==> src/rtl/mips_pkg.sv <==
// Shared MIPS control definitions: opcode/funct encodings, ALU codes and the
// per-instruction control bundle carried down the pipeline.
package mips_pkg;

  localparam logic [5:0] OP_R     = 6'b000000;
  localparam logic [5:0] OP_BLTZ  = 6'b000001;
  localparam logic [5:0] OP_J     = 6'b000010;
  localparam logic [5:0] OP_JAL   = 6'b000011;
  localparam logic [5:0] OP_BEQ   = 6'b000100;
  localparam logic [5:0] OP_BNE   = 6'b000101;
  localparam logic [5:0] OP_ADDI  = 6'b001000;
  localparam logic [5:0] OP_ADDIU = 6'b001001;
  localparam logic [5:0] OP_SLTI  = 6'b001010;
  localparam logic [5:0] OP_ANDI  = 6'b001100;
  localparam logic [5:0] OP_ORI   = 6'b001101;
  localparam logic [5:0] OP_LW    = 6'b100011;
  localparam logic [5:0] OP_LHU   = 6'b100101;
  localparam logic [5:0] OP_SW    = 6'b101011;
  localparam logic [5:0] OP_HALT  = 6'b111111;

  localparam logic [5:0] FN_SLL   = 6'b000000;
  localparam logic [5:0] FN_JR    = 6'b001000;
  localparam logic [5:0] FN_MOVN  = 6'b001011;
  localparam logic [5:0] FN_ADD   = 6'b100000;
  localparam logic [5:0] FN_SUB   = 6'b100010;
  localparam logic [5:0] FN_AND   = 6'b100100;
  localparam logic [5:0] FN_OR    = 6'b100101;
  localparam logic [5:0] FN_SLT   = 6'b101010;

  localparam logic [2:0] ALU_ADD  = 3'd0;
  localparam logic [2:0] ALU_SUB  = 3'd1;
  localparam logic [2:0] ALU_SLL  = 3'd2;
  localparam logic [2:0] ALU_OR   = 3'd3;
  localparam logic [2:0] ALU_AND  = 3'd4;
  localparam logic [2:0] ALU_ADDU = 3'd5;
  localparam logic [2:0] ALU_SLT  = 3'd6;
  localparam logic [2:0] ALU_MOVN = 3'd7;

  typedef struct packed {
    logic [2:0] aluctr;
    logic       alusrc_a;
    logic       alusrc_b;
    logic       regdst;
    logic       extsign;
    logic [2:0] branch;
    logic       jump;
    logic       jr;
    logic       mem_rd;
    logic       mem_wr;
    logic       mem_size;
    logic       regwre;
    logic       dbsrc;
    logic       link;
  } ctrl_t;

  localparam ctrl_t BUBBLE = '0;

  typedef enum logic [1:0] {
    RUN    = 2'd0,
    DRAIN  = 2'd1,
    HALTED = 2'd2
  } halt_state_t;

endpackage

==> src/rtl/ctrl_decode.sv <==
// Purely combinational ID-stage decoder: opcode/funct to control bundle,
// plus a flag for encodings the core does not implement.
module ctrl_decode
  import mips_pkg::*;
#(
  parameter logic [5:0] HALT_OP = OP_HALT
) (
  input  logic [5:0] opcode,
  input  logic [5:0] funct,
  output ctrl_t      ctrl,
  output logic       illegal
);

  always_comb begin
    ctrl    = BUBBLE;
    illegal = 1'b0;
    // Halt is checked first so it stays a legal all-zero bundle even if
    // HALT_OP is overridden onto an otherwise-decoded opcode.
    if (opcode != HALT_OP) begin
      case (opcode)
        OP_R: begin
          case (funct)
            FN_ADD:  begin ctrl.aluctr = ALU_ADD;  ctrl.regdst = 1'b1; ctrl.regwre = 1'b1; end
            FN_SUB:  begin ctrl.aluctr = ALU_SUB;  ctrl.regdst = 1'b1; ctrl.regwre = 1'b1; end
            FN_AND:  begin ctrl.aluctr = ALU_AND;  ctrl.regdst = 1'b1; ctrl.regwre = 1'b1; end
            FN_OR:   begin ctrl.aluctr = ALU_OR;   ctrl.regdst = 1'b1; ctrl.regwre = 1'b1; end
            FN_SLT:  begin ctrl.aluctr = ALU_SLT;  ctrl.regdst = 1'b1; ctrl.regwre = 1'b1; end
            FN_MOVN: begin ctrl.aluctr = ALU_MOVN; ctrl.regdst = 1'b1; ctrl.regwre = 1'b1; end
            FN_SLL: begin
              ctrl.aluctr   = ALU_SLL;
              ctrl.alusrc_a = 1'b1;
              ctrl.regdst   = 1'b1;
              ctrl.regwre   = 1'b1;
            end
            FN_JR:   ctrl.jr = 1'b1;
            default: illegal = 1'b1;
          endcase
        end
        OP_LW, OP_LHU: begin
          ctrl.aluctr   = ALU_ADD;
          ctrl.alusrc_b = 1'b1;
          ctrl.extsign  = 1'b1;
          ctrl.mem_rd   = 1'b1;
          ctrl.mem_size = (opcode == OP_LHU);
          ctrl.regwre   = 1'b1;
          ctrl.dbsrc    = 1'b1;
        end
        OP_SW: begin
          ctrl.aluctr   = ALU_ADD;
          ctrl.alusrc_b = 1'b1;
          ctrl.extsign  = 1'b1;
          ctrl.mem_wr   = 1'b1;
        end
        OP_BEQ:  begin ctrl.aluctr = ALU_SUB; ctrl.extsign = 1'b1; ctrl.branch = 3'b001; end
        OP_BNE:  begin ctrl.aluctr = ALU_SUB; ctrl.extsign = 1'b1; ctrl.branch = 3'b010; end
        OP_BLTZ: begin ctrl.aluctr = ALU_SUB; ctrl.extsign = 1'b1; ctrl.branch = 3'b100; end
        OP_ADDI, OP_ADDIU, OP_SLTI: begin
          ctrl.aluctr   = (opcode == OP_ADDI)  ? ALU_ADD :
                          (opcode == OP_ADDIU) ? ALU_ADDU : ALU_SLT;
          ctrl.alusrc_b = 1'b1;
          ctrl.extsign  = 1'b1;
          ctrl.regwre   = 1'b1;
        end
        OP_ANDI, OP_ORI: begin
          ctrl.aluctr   = (opcode == OP_ANDI) ? ALU_AND : ALU_OR;
          ctrl.alusrc_b = 1'b1;
          ctrl.regwre   = 1'b1;
        end
        OP_J:    ctrl.jump = 1'b1;
        OP_JAL:  begin ctrl.link = 1'b1; ctrl.regwre = 1'b1; end
        default: illegal = 1'b1;
      endcase
    end
  end

endmodule

==> src/rtl/ctrl_pipe_unit.sv <==
// Pipelined MIPS control unit: decodes in ID, carries the control bundle
// through EX..WB registers, and handles bubbles, halt drain and illegal ops.
module ctrl_pipe_unit
  import mips_pkg::*;
#(
  parameter int unsigned ALUCTR_W = 3,
  parameter int unsigned STAGES   = 3,
  parameter logic [5:0]  HALT_OP  = 6'b111111
) (
  input  logic                clk,
  input  logic                rst_n,
  input  logic                id_valid,
  input  logic [5:0]          opcode,
  input  logic [5:0]          funct,
  input  logic                stall,
  input  logic                flush,
  output logic [ALUCTR_W-1:0] ex_aluctr,
  output logic                ex_alusrcA,
  output logic                ex_alusrcB,
  output logic                ex_regdst,
  output logic                ex_extsign,
  output logic [2:0]          ex_branch,
  output logic                ex_jump,
  output logic                ex_jr,
  output logic                mem_rd,
  output logic                mem_wr,
  output logic                mem_size,
  output logic                wb_regwre,
  output logic                wb_dbsrc,
  output logic                wb_link,
  output logic                pc_hold,
  output logic                halted,
  output logic                illegal
);

  localparam int unsigned CNT_W = $clog2(STAGES + 1);

  ctrl_t             dec;
  logic              dec_illegal;
  ctrl_t             stage [1:STAGES];
  halt_state_t       state, state_next;
  logic [CNT_W-1:0]  cnt, cnt_next;
  logic              accept;
  logic              halt_req;
  logic              illegal_seen;

  ctrl_decode #(
    .HALT_OP(HALT_OP)
  ) u_decode (
    .opcode (opcode),
    .funct  (funct),
    .ctrl   (dec),
    .illegal(dec_illegal)
  );

  // Only RUN admits instructions, so nothing younger than a halt reaches EX.
  assign accept   = id_valid & ~stall & ~flush & (state == RUN);
  assign halt_req = accept & (opcode == HALT_OP);

  always_ff @(posedge clk or negedge rst_n) begin
    if (!rst_n) begin
      for (int unsigned k = 1; k <= STAGES; k++) stage[k] <= BUBBLE;
    end else begin
      stage[1] <= accept ? dec : BUBBLE;
      for (int unsigned k = 2; k <= STAGES; k++) stage[k] <= stage[k-1];
    end
  end

  always_ff @(posedge clk or negedge rst_n) begin
    if (!rst_n) begin
      illegal_seen <= 1'b0;
    end else if (accept && dec_illegal) begin
      illegal_seen <= 1'b1;
    end
  end

  always_ff @(posedge clk or negedge rst_n) begin
    if (!rst_n) begin
      state <= RUN;
      cnt   <= '0;
    end else begin
      state <= state_next;
      cnt   <= cnt_next;
    end
  end

  always_comb begin
    state_next = state;
    cnt_next   = cnt;
    case (state)
      RUN: begin
        if (halt_req) begin
          state_next = DRAIN;
          cnt_next   = CNT_W'(STAGES);
        end
      end
      DRAIN: begin
        if (cnt == CNT_W'(1)) state_next = HALTED;
        else                  cnt_next   = cnt - CNT_W'(1);
      end
      HALTED:  state_next = HALTED;
      default: state_next = RUN;
    endcase
  end

  always_comb begin
    pc_hold = 1'b0;
    halted  = 1'b0;
    case (state)
      DRAIN:   pc_hold = 1'b1;
      HALTED: begin
        pc_hold = 1'b1;
        halted  = 1'b1;
      end
      default: ;
    endcase
  end

  assign ex_aluctr  = ALUCTR_W'(stage[1].aluctr);
  assign ex_alusrcA = stage[1].alusrc_a;
  assign ex_alusrcB = stage[1].alusrc_b;
  assign ex_regdst  = stage[1].regdst;
  assign ex_extsign = stage[1].extsign;
  assign ex_branch  = stage[1].branch;
  assign ex_jump    = stage[1].jump;
  assign ex_jr      = stage[1].jr;
  assign mem_rd     = stage[2].mem_rd;
  assign mem_wr     = stage[2].mem_wr;
  assign mem_size   = stage[2].mem_size;
  assign wb_regwre  = stage[STAGES].regwre;
  assign wb_dbsrc   = stage[STAGES].dbsrc;
  assign wb_link    = stage[STAGES].link;
  assign illegal    = illegal_seen;

endmodule

==> config.mk <==
export PLATFORM = sky130hd
export DESIGN_NAME = ctrl_pipe_unit
export DESIGN_NICKNAME = d
export VERILOG_FILES = /design/src/rtl/mips_pkg.sv /design/src/rtl/ctrl_decode.sv /design/src/rtl/ctrl_pipe_unit.sv
export SDC_FILE = /design/constraint.sdc
export NUM_CORES = 1
export LEC_CHECK = 0
export ABC_AREA = 1
export BUFFER_PORTS_ARGS = -buffer_cell sky130_fd_sc_hd__clkbuf_2
export CORE_ASPECT_RATIO = 1.4
export CORE_MARGIN = 3
export CORE_UTILIZATION = 35
export CTS_CLUSTER_DIAMETER = 100
export DETAILED_ROUTE_END_ITERATION = 12
export HOLD_SLACK_MARGIN = 0.02
export PLACE_DENSITY = 0.56
export SYNTH_ARGS = -nofsm -noshare
export SYNTH_HDL_FRONTEND = slang
export SYNTH_HIERARCHICAL = 1
export SYNTH_SLANG_ARGS = --single-unit
==> constraint.sdc <==
create_clock -name clk -period 3.6 [get_ports clk]
set_input_delay 0.72 -clock clk [delete_from_list [all_inputs] [get_ports clk]]
set_output_delay 0.72 -clock clk [all_outputs]
set_load 0.005 [all_outputs]
## Word level (Yosys, flattened, before mapping)

Cells that the tools add are included.

| storage, ports and cells | value |
|---|---|
| register bits after elaboration | 32 |
| input port bits | 17 |
| output and inout port bits | 21 |
| logic and storage cells | 112 |

| cells by class | value |
|---|---|
| add/subtract/negate cells | 1 |
| equality and inequality tests | 28 |
| multiplexer cells | 33 |
| bitwise operators | 6 |
| reduce and logical (&&, ||, !) cells | 18 |

Operator list:

| kind | number |
|---|---|
| 6-bit == test, second input constant | 9 |
| 6-bit by 4-bit == test with 1-bit output, second input constant | 7 |
| 18-bit two-way mux | 2 |
| 8-bit OR reduction | 3 |
| 3-bit one-hot mux with 6 select lines | 1 |
| 1-bit two-way mux | 17 |
| 13-bit OR reduction | 1 |
| 6-bit by 2-bit == test with 1-bit output, second input constant | 2 |
| 6-bit by 3-bit == test with 1-bit output, second input constant | 2 |
| 6-bit zero test | 2 |
| 3-bit one-hot mux with 4 select lines | 1 |
| 2-bit two-way mux | 5 |
| 3-bit one-hot mux with 3 select lines | 1 |
| 9-bit OR reduction | 1 |
| 7-bit OR reduction | 1 |
| 6-bit by 1-bit == test with 1-bit output, second input constant | 1 |
| 3-bit two-way mux | 2 |
| 2-bit != test, second input constant | 3 |
| 6-bit != test, second input constant | 1 |
| 2-bit one-hot mux with 3 select lines | 1 |
| 2-bit OR reduction | 3 |
| 3-bit OR reduction | 2 |
| 1-bit AND | 4 |
| 2-bit by 1-bit == test with 1-bit output, second input constant | 2 |
| other kinds (10) | 12 |

## Logic depth before layout (Yosys ltp)

Gate-level depths: netlist of the first run.

| logic depth | value |
|---|---|
| depth in word-level cells | 7 |
| gate-level depth with buffers | 10 |
| mapped depth without buffers | 10 |

## Hierarchy

Netlist of the first run, hierarchy kept.

Modules (own cells, without submodules):

| module | instances | cells an instance | area each (sq um) | sequential area each (sq um) |
|---|---|---|---|---|
| ctrl_pipe_unit | 1 | 118 | 1219.9 | 800.8 |
| ctrl_decode | 1 | 113 | 531.8 | 0.0 |

## Least setup slack after synthesis of the first run

OpenSTA, ideal clock, no wires.

| timing | value |
|---|---|
| path kind | input to register |
| start | in opcode[4] |
| end | reg illegal_seen (netlist: illegal) |
| setup time | 119 ps |
| arrival time | 1551 ps |
| data required time | 3481 ps |
| setup slack | 1930 ps |
| stages | 8 |
| path buffers | 1 |
| path through | nor2_2 -> buf_4 -> nand3_1 -> nand2_1 -> nor2_1 -> nand3_1 -> nand2_1 -> a21o_2 |

| between the ends | value |
|---|---|
| cells in the longest elaborated chain, start to end | 5 |
| elaborated cells on any way between the ends | 19 |
| classes of those cells | eq/ne: 14; mux: 2; reduce/logical: 3 |

RTL lines:

| item | line | text |
|---|---|---|
| start: declaration | ctrl_pipe_unit.sv:13 | `input logic [5:0] opcode,` |
| 6-bit by 2-bit == test with 1-bit output, or another cell as far along | ctrl_decode.sv:20 | `case (opcode)` |
| 13-bit OR reduction (no line) | - |  |
| 1-bit one-hot mux with 2 select lines | ctrl_decode.sv:20 |  |
| 1-bit two-way mux * | ctrl_decode.sv:19 | `if (opcode != HALT_OP) begin` |
| via dec_illegal | ctrl_pipe_unit.sv:39 | `logic dec_illegal;` |
| 1-bit logical AND * | ctrl_pipe_unit.sv:72 | `end else if (accept && dec_illegal) begin` |
| end signal: assignment | ctrl_pipe_unit.sv:71 | `illegal_seen <= 1'b0;` |
| end signal: assignment | ctrl_pipe_unit.sv:73 | `illegal_seen <= 1'b1;` |
| end: declaration | ctrl_pipe_unit.sv:45 | `logic illegal_seen;` |

The timed path passes the listed nets; every way through them passes the cells marked *.
A chain may end at the register's enable or synchronous reset.

## Worst setup path after layout of the first run

| timing | value |
|---|---|
| start | reg state[0] |
| end | out pc_hold |

| between the ends | value |
|---|---|
| cells in the longest elaborated chain, start to end | 3 |
| elaborated cells on any way between the ends | 4 |
| classes of those cells | eq/ne: 2; mux: 1; reduce/logical: 1 |

RTL lines:

| item | line | text |
|---|---|---|
| start: declaration | ctrl_pipe_unit.sv:41 | `halt_state_t state, state_next;` |
| start signal: assignment | ctrl_pipe_unit.sv:82 | `state <= state_next;` |
| 2-bit == test / 2-bit by 1-bit == test with 1-bit output (equally long branches) | ctrl_pipe_unit.sv:109 | `case (state)` |
| 2-bit OR reduction (no line) * | - |  |
| 1-bit two-way mux * | ctrl_pipe_unit.sv:109 |  |
| end: declaration | ctrl_pipe_unit.sv:31 | `output logic pc_hold,` |

Every way passes the cells marked *; elsewhere a longest branch is shown, timed or not.

==> summary.txt, run 1 <==
Final layout
  – Fill count: 508
  – Area delta synth->final: 16.07%
  – Reg area: around 800 um2
  – Share of layout cells above drive strength 1: 24.72%
  – Number of diodes: 0
  – Cell Count, Final, Fillers Out: 329
  – Nets@finish: ~290
  – Final Util: 43.44%
  – Multi-input combinational cell area: 686.9 um2

Logic synthesis
  – Synthesized cell area: 1752 um2
  – Post-synth top area cell: dfrtp_1
  – Count leader, synth: inv_1
  – Top cell type's share of synthesized area: 45.71%
  – YS warnings: 6
  – Register area share after synthesis: around 46%
  – Average size of a mapped cell: 7.583 um2
  – Ys flop type: dfrtp_1
  – Distinct cell type count after synthesis: 21
  – Synth area leaders: dfrtp_1 (46%), inv_1 (9.4%), nand2_1 (8.8%)
  – EDFF count, synth: 0
  – Flops & latches, synth: 32
  – Syn nets: around 250
  – Synth Instances: ~230
  – Async SR Flop Fraction: 100.0%
  – Top cells by count, synth: inv_1 (44), nand2_1 (41), nor2_1 (40)

Die
  – Core footprint: 4681 um2
  – Die span in y: 89.71 um
  – Die extent in x: 65.79 um
  – # rows: 29
  – Die ar.: 5902 um2
  – Initial Util: 37.42%
  – I/O pins: 38

Power
  – Logic pwr share: 26.9%
  – Clock share of power: 28.9%
  – Maximum vdd drop: 0.0001377 V
  – Sw frac: 31.04%
  – Lkg Pwr: 1.174 nW
  – NetSw: around 290 uW
  – Int Pwr: ~640 uW
  – Power share of the sequential group: 44.1%
  – PD cells: 458.2 nW/um2

Timing
  – Slew HR: 49.68%
  – Hold Worst Slack: 0.3469 ns
  – Final min period: 1.886 ns
  – Max-slew violation total from the final report: 0
  – RSZ-0062 raised after global routing: no
  – Crit share post-route: 52.40%
  – Measured slew at the worst slew-check pin: 0.7548 ns
  – Fin. Hold Viols: 0
  – Setup Skew: 0.002790 ns
  – Final WS setup: about 1.7 ns
  – Final setup viols: 0
  – Final setup TNS: 0 ns
  – Achievable frequency: 530.1 MHz

Clocking
  – Postcts setup bufs: 0
  – CTS buffer count: 5
  – Post-CTS Resized: 0
  – Clock root buffer: clkbuf_8
  – Clk slew on worst S/H paths: 0.06 ns
  – Clock tree sinks: 32
  – CTS tree: yes
  – Worst skew pair latency: 0.27 ns
  – CTS Buffer Depth: 2
  – Cts-stage hold buffer count: 0
  – H-tree level count: 2

Setup path
  – Crit-path max FO: 3
  – Critical Path AT: 1.17 ns
  – Worst Path Required: about 2.9 ns
  – Worst setup SP type: register
  – CP endpoint kind: output pin
  – Setup Crit Path Kind: reg -> out

Drt
  – DR vias/cell: 4.283
  – 1st-iter DRT viols: 62
  – Vias: 1,409
  – Routed WL: 3.212 mm
  – WL/cell: 9.763 um
  – Detailed-route DRC error count: 0
  – First-pass DRT Iterations: 4
  – Routed Antenna Nets: 0

Global routing
  – Initial antenna violation count: 0
  – Vias in the first global route: 1,350
  – Tot GR Track Use: 12.42%
  – First-pass GRT wire length: 5.713 mm
  – Grt ovf: 0
  – Pin count of the biggest net entering global routing: 33

Placement
  – GPL Wtd Cong: 0.8472
  – Dpl cells: 321
  – Detail Placement HPWL: approximately 2.6 mm
  – Post-Place Setup Slack: 1.556 ns
  – # port buffers: 37

Job
  – # Max-Cap Violations: 0

Hold path
  – Tightest Hold Check Type: reg -> reg

Run status
  – Status: complete, no violations
-- area by class of cell --
type                            count  share of cell area [%]
Sequential cell                    32                   39.38
Multi-Input combinational cell    139                   33.78
Inverter                           51                   9.477
Timing Repair Buffer               37                   9.108
Clock buffer                        8                   4.431
Tap cell                           62                   3.815
-- final timing paths --
path	startpoint	to	slack [ns]	cells past startpoint
worst min register to register	stage[18]$_DFF_PN0_	wb_link$_DFF_PN0_	0.35	0
max in group asynchronous	rst_n	state[1]$_DFFE_PN0P_	2.61	1
worst max register to register	state[0]$_DFFE_PN0P_	cnt[0]$_DFFE_PN0P_	2.09	9
min in group asynchronous	rst_n	mem_size$_DFF_PN0_	0.51	1
worst max-delay path	state[0]$_DFFE_PN0P_	pc_hold	1.71	3
worst min-delay path	stage[18]$_DFF_PN0_	wb_link$_DFF_PN0_	0.35	0
-- metal layers --
layer	up-vias	wire [um]	track usage, %
li1	749	-	-
met1	621	1307	13.60
met2	35	1671	21.42
met3	4	166	3.242
met4	0	66	6.228
met5	-	0	0
-- registers in the layout (all words and copies together), names as in the netlist --
register and cells:
cnt 2, ex_aluctr 3, ex_alusrcA 1, ex_alusrcB 1, ex_branch 3, ex_extsign 1
ex_jr 1, ex_jump 1, ex_regdst 1, illegal 1, mem_rd 1, mem_size 1
mem_wr 1, stage 9, state 2, wb_dbsrc 1, wb_link 1, wb_regwre 1
-- cells in the final DEF, fill, tap and decap left out --
cell type,instances
o21ai_0,4
nor2_4,2
clkbuf_2,37
nand2_2,4
a21o_2,1
clkinv_2,1
and2_1,1
nor3_1,4
inv_1,44
clkinv_1,1
clkbuf_8,6
dfrtp_1,32
clkbuf_1,2
nand3_2,4
ha_1,5
o21bai_1,1
nor2_2,6
nand3_1,25
nand2_1,41
nand3b_1,1
inv_2,5
nor2_1,40
-- stage by stage --
stage	total power, mW	instance area (um2)
detailed placement	0.6735	1943
CTS	0.9481	2033
finish	0.9316	2033
global route	1.015	2033
floorplan	0.5961	1752
global placement	0.6718	1943
-- worst max-delay path: stages (launching register included) --
cell	delay, ns
dfrtp_1	0.38
inv_1	0.09
ha_1	0.31
clkbuf_2	0.12
-- power by group through the flow --
stage               logic (mW)  registers, mW  clock network, mW
floorplan                0.184          0.412                  0
global placement         0.254          0.418                  0
detailed placement       0.256          0.418                  0
CTS                      0.256          0.412              0.281
global route             0.298          0.414              0.303
finish                   0.251          0.411              0.270
-- logic make-up (layout without fill, tap and decap cells) --
family | after synthesis | after routing | share of synthesized area (%)
AND/OR/NAND/NOR | 128 | 128 | 33.57
buffers and inverters | 60 | 96 | 15.07
flip-flops | 32 | 32 | 45.71
AO/OA/AOI/OAI | 6 | 6 | 2.072
adder cells (fa/ha/maj) | 5 | 5 | 3.571
Power figures use the tool's default switching activity.
==> run 2: changes to the inputs <==
==> constraint.sdc (replaced) <==
create_clock -name clk -period 1.8 [get_ports clk]
set_input_delay 0.36 -clock clk [delete_from_list [all_inputs] [get_ports clk]]
set_output_delay 0.36 -clock clk [all_outputs]
set_load 0.005 [all_outputs]
==> summary.txt, run 2 (same netlist as run 1, synthesis figures left out) <==
Clocking
  – CTS buffer count: 5 (unchanged)
  – Post-CTS Resized: 0 (unchanged)
  – Postcts setup bufs: 0 (unchanged)
  – Cts-stage hold buffer count: 0 (unchanged)
  – Clock tree sinks: 32 (unchanged)
  – H-tree level count: 2 (unchanged)
  – Clk slew on worst S/H paths: 0.07 ns (about the same)
  – Clock root buffer: clkbuf_8
  – CTS Buffer Depth: 2 (unchanged)
  – CTS tree: yes
  – Worst skew pair latency: 0.28 ns (about the same)

Global routing
  – Initial antenna violation count: 0 (unchanged)
  – First-pass GRT wire length: 5.761 mm (+0.84%)
  – Pin count of the biggest net entering global routing: 33 (unchanged)
  – Vias in the first global route: 1,295 (-4.1%)
  – Grt ovf: 0 (unchanged)
  – Tot GR Track Use: 12.60% (+0.17 points)

Setup path
  – CP startpoint: state[0]$_DFFE_PN0P_
  – CP endpoint kind: output pin
  – Worst setup SP type: register
  – Worst Path Required: 1.44 ns (-1.44 ns)
  – Setup Crit Path Kind: reg -> out
  – FF-to-FF Start: state[0]$_DFFE_PN0P_
  – Crit-path max FO: 3 (unchanged)
  – Critical Path AT: 1.19 ns (+0.02 ns)

Die
  – Die span in y: 89.71 um (unchanged)
  – # rows: 29 (unchanged)
  – Die extent in x: 65.79 um (unchanged)
  – Die ar.: 5902 um2 (unchanged)
  – Core footprint: 4681 um2 (unchanged)
  – I/O pins: 38 (unchanged)
  – Initial Util: 37.42% (unchanged)

Drt
  – WL/cell: 9.659 um (-1.1%)
  – Routed Antenna Nets: 0 (unchanged)
  – DR vias/cell: 4.236 (-1.1%)
  – Vias: 1,402 (-0.50%)
  – First-pass DRT Iterations: 4 (unchanged)
  – Detailed-route DRC error count: 0 (unchanged)
  – 1st-iter DRT viols: 62 (unchanged)
  – Routed WL: 3.197 mm (-0.47%)

Timing
  – RSZ-0062 raised after global routing: no
  – Measured slew at the worst slew-check pin: 0.3974 ns (-0.3574 ns)
  – Final min period: about 1.5 ns
  – Hold Worst Slack: 0.09419 ns (-0.2527 ns)
  – Fin. Hold Viols: 0 (unchanged)
  – Max-slew violation total from the final report: 0 (unchanged)
  – Slew HR: 73.51% (+24 points)
  – Final setup TNS: 0 ns (unchanged)
  – Crit share post-route: between 80% and 90%
  – Final setup viols: 0 (unchanged)
  – Setup Skew: 0.007935 ns (+0.005144 ns)
  – Achievable frequency: roughly 650 MHz

Power
  – PD cells: 959.1 nW/um2 (+110%)
  – Maximum vdd drop: 0.0003019 V (+120%)
  – Lkg Pwr: 1.194 nW (+1.7%)
  – Power, Total: 1.981 mW (+110%)

Placement
  – Dpl cells: 323 (+0.62%)
  – # port buffers: 37 (unchanged)
  – Detail Placement HPWL: 2.539 mm (-3.1%)
  – Placed inst area: 1958 um2 (+0.77%)
  – GPL Wtd Cong: 0.8017 (-5.4%)

Final layout
  – Fill count: 487 (-4.1%)
  – Max reg flops: 9 (unchanged)
  – Multi-input combinational cell area: 686.9 um2 (unchanged)
  – Share of layout cells above drive strength 1: 25.65% (+0.93 points)
  – Cell Count, Final, Fillers Out: 331 (+0.61%)
  – Reg area: 800.8 um2 (unchanged)
  – Design area: 2066 um2 (+1.6%)
  – Area delta synth->final: 17.93%
  – Reg with most FFs: stage
  – Most common cell after layout, fill and taps aside: inv_1
  – Most frequent cells in the layout: inv_1 (44), nand2_1 (41), nor2_1 (40), clkbuf_2 (37), dfrtp_1 (32)
  – Number of diodes: 0 (unchanged)
  – Nets@finish: 290 (+0.69%)

Job
  – # Max-Cap Violations: 0 (unchanged)

Run status
  – Status: complete, no violations

Hold path
  – Tightest Hold Check Type: in -> async
## run 2: changes by cell type in the layout (fill, tap and decap cells not counted), sizes merged
cell	change
buf	+2
clkbuf	-2
bufinv	+1
clkinv	+1
## run 2: layout make-up
class / instances / area share [%]
sequential: 32 / 38.76
multi-input combinational: 139 / 33.25
timing repair buffer: 39 / 9.691
inverter: 51 / 9.328
tap: 62 / 3.755
clock buffer: 6 / 3.513
clock inverter: 2 / 1.696
## run 2: metrics by stage
step / worst slack, ns / utilization [%]
floorplan: 0.4597 / -
CTS: 0.2325 / 44.13
global placement: 0.2434 / 41.83
global route: 0.1145 / 44.13
detailed placement: 0.2553 / 41.83
finish: 0.2542 / 44.13
## run 2: worst max-delay path, stage by stage, from the launching register on
cell      delay [ns]
dfrtp_1         0.37
inv_1           0.09
ha_1            0.33
clkbuf_2        0.12
## run 2: power by group
part | switching (mW) | total (mW) | internal [mW]
registers | 0.0395 | 0.820 | 0.781
clock network | 0.243 | 0.653 | 0.410
logic | 0.312 | 0.508 | 0.196
## run 2: metal layers
layer / global-route usage (%) / vias to the layer above / wire length [um]
met1: 14.61 / 602 / 1299
met5: 0 / - / 0
li1: - / 755 / -
met4: 6.574 / 0 / 69
met3: 3.491 / 5 / 192
met2: 20.59 / 40 / 1635
## run 2: path summary, 6_finish.rpt
check / to / slack, ns / cells after the start
setup / recovery: pc_hold / 0.25 / 3
hold / removal: ex_branch[2]$_DFF_PN0_ / 0.09 / 2
setup reg to reg: cnt[0]$_DFFE_PN0P_ / 0.31 / 9
hold reg to reg: wb_dbsrc$_DFF_PN0_ / 0.35 / 0
max in group asynchronous: stage[40]$_DFF_PN0_ / 1.41 / 2
min in group clk: wb_dbsrc$_DFF_PN0_ / 0.35 / 0
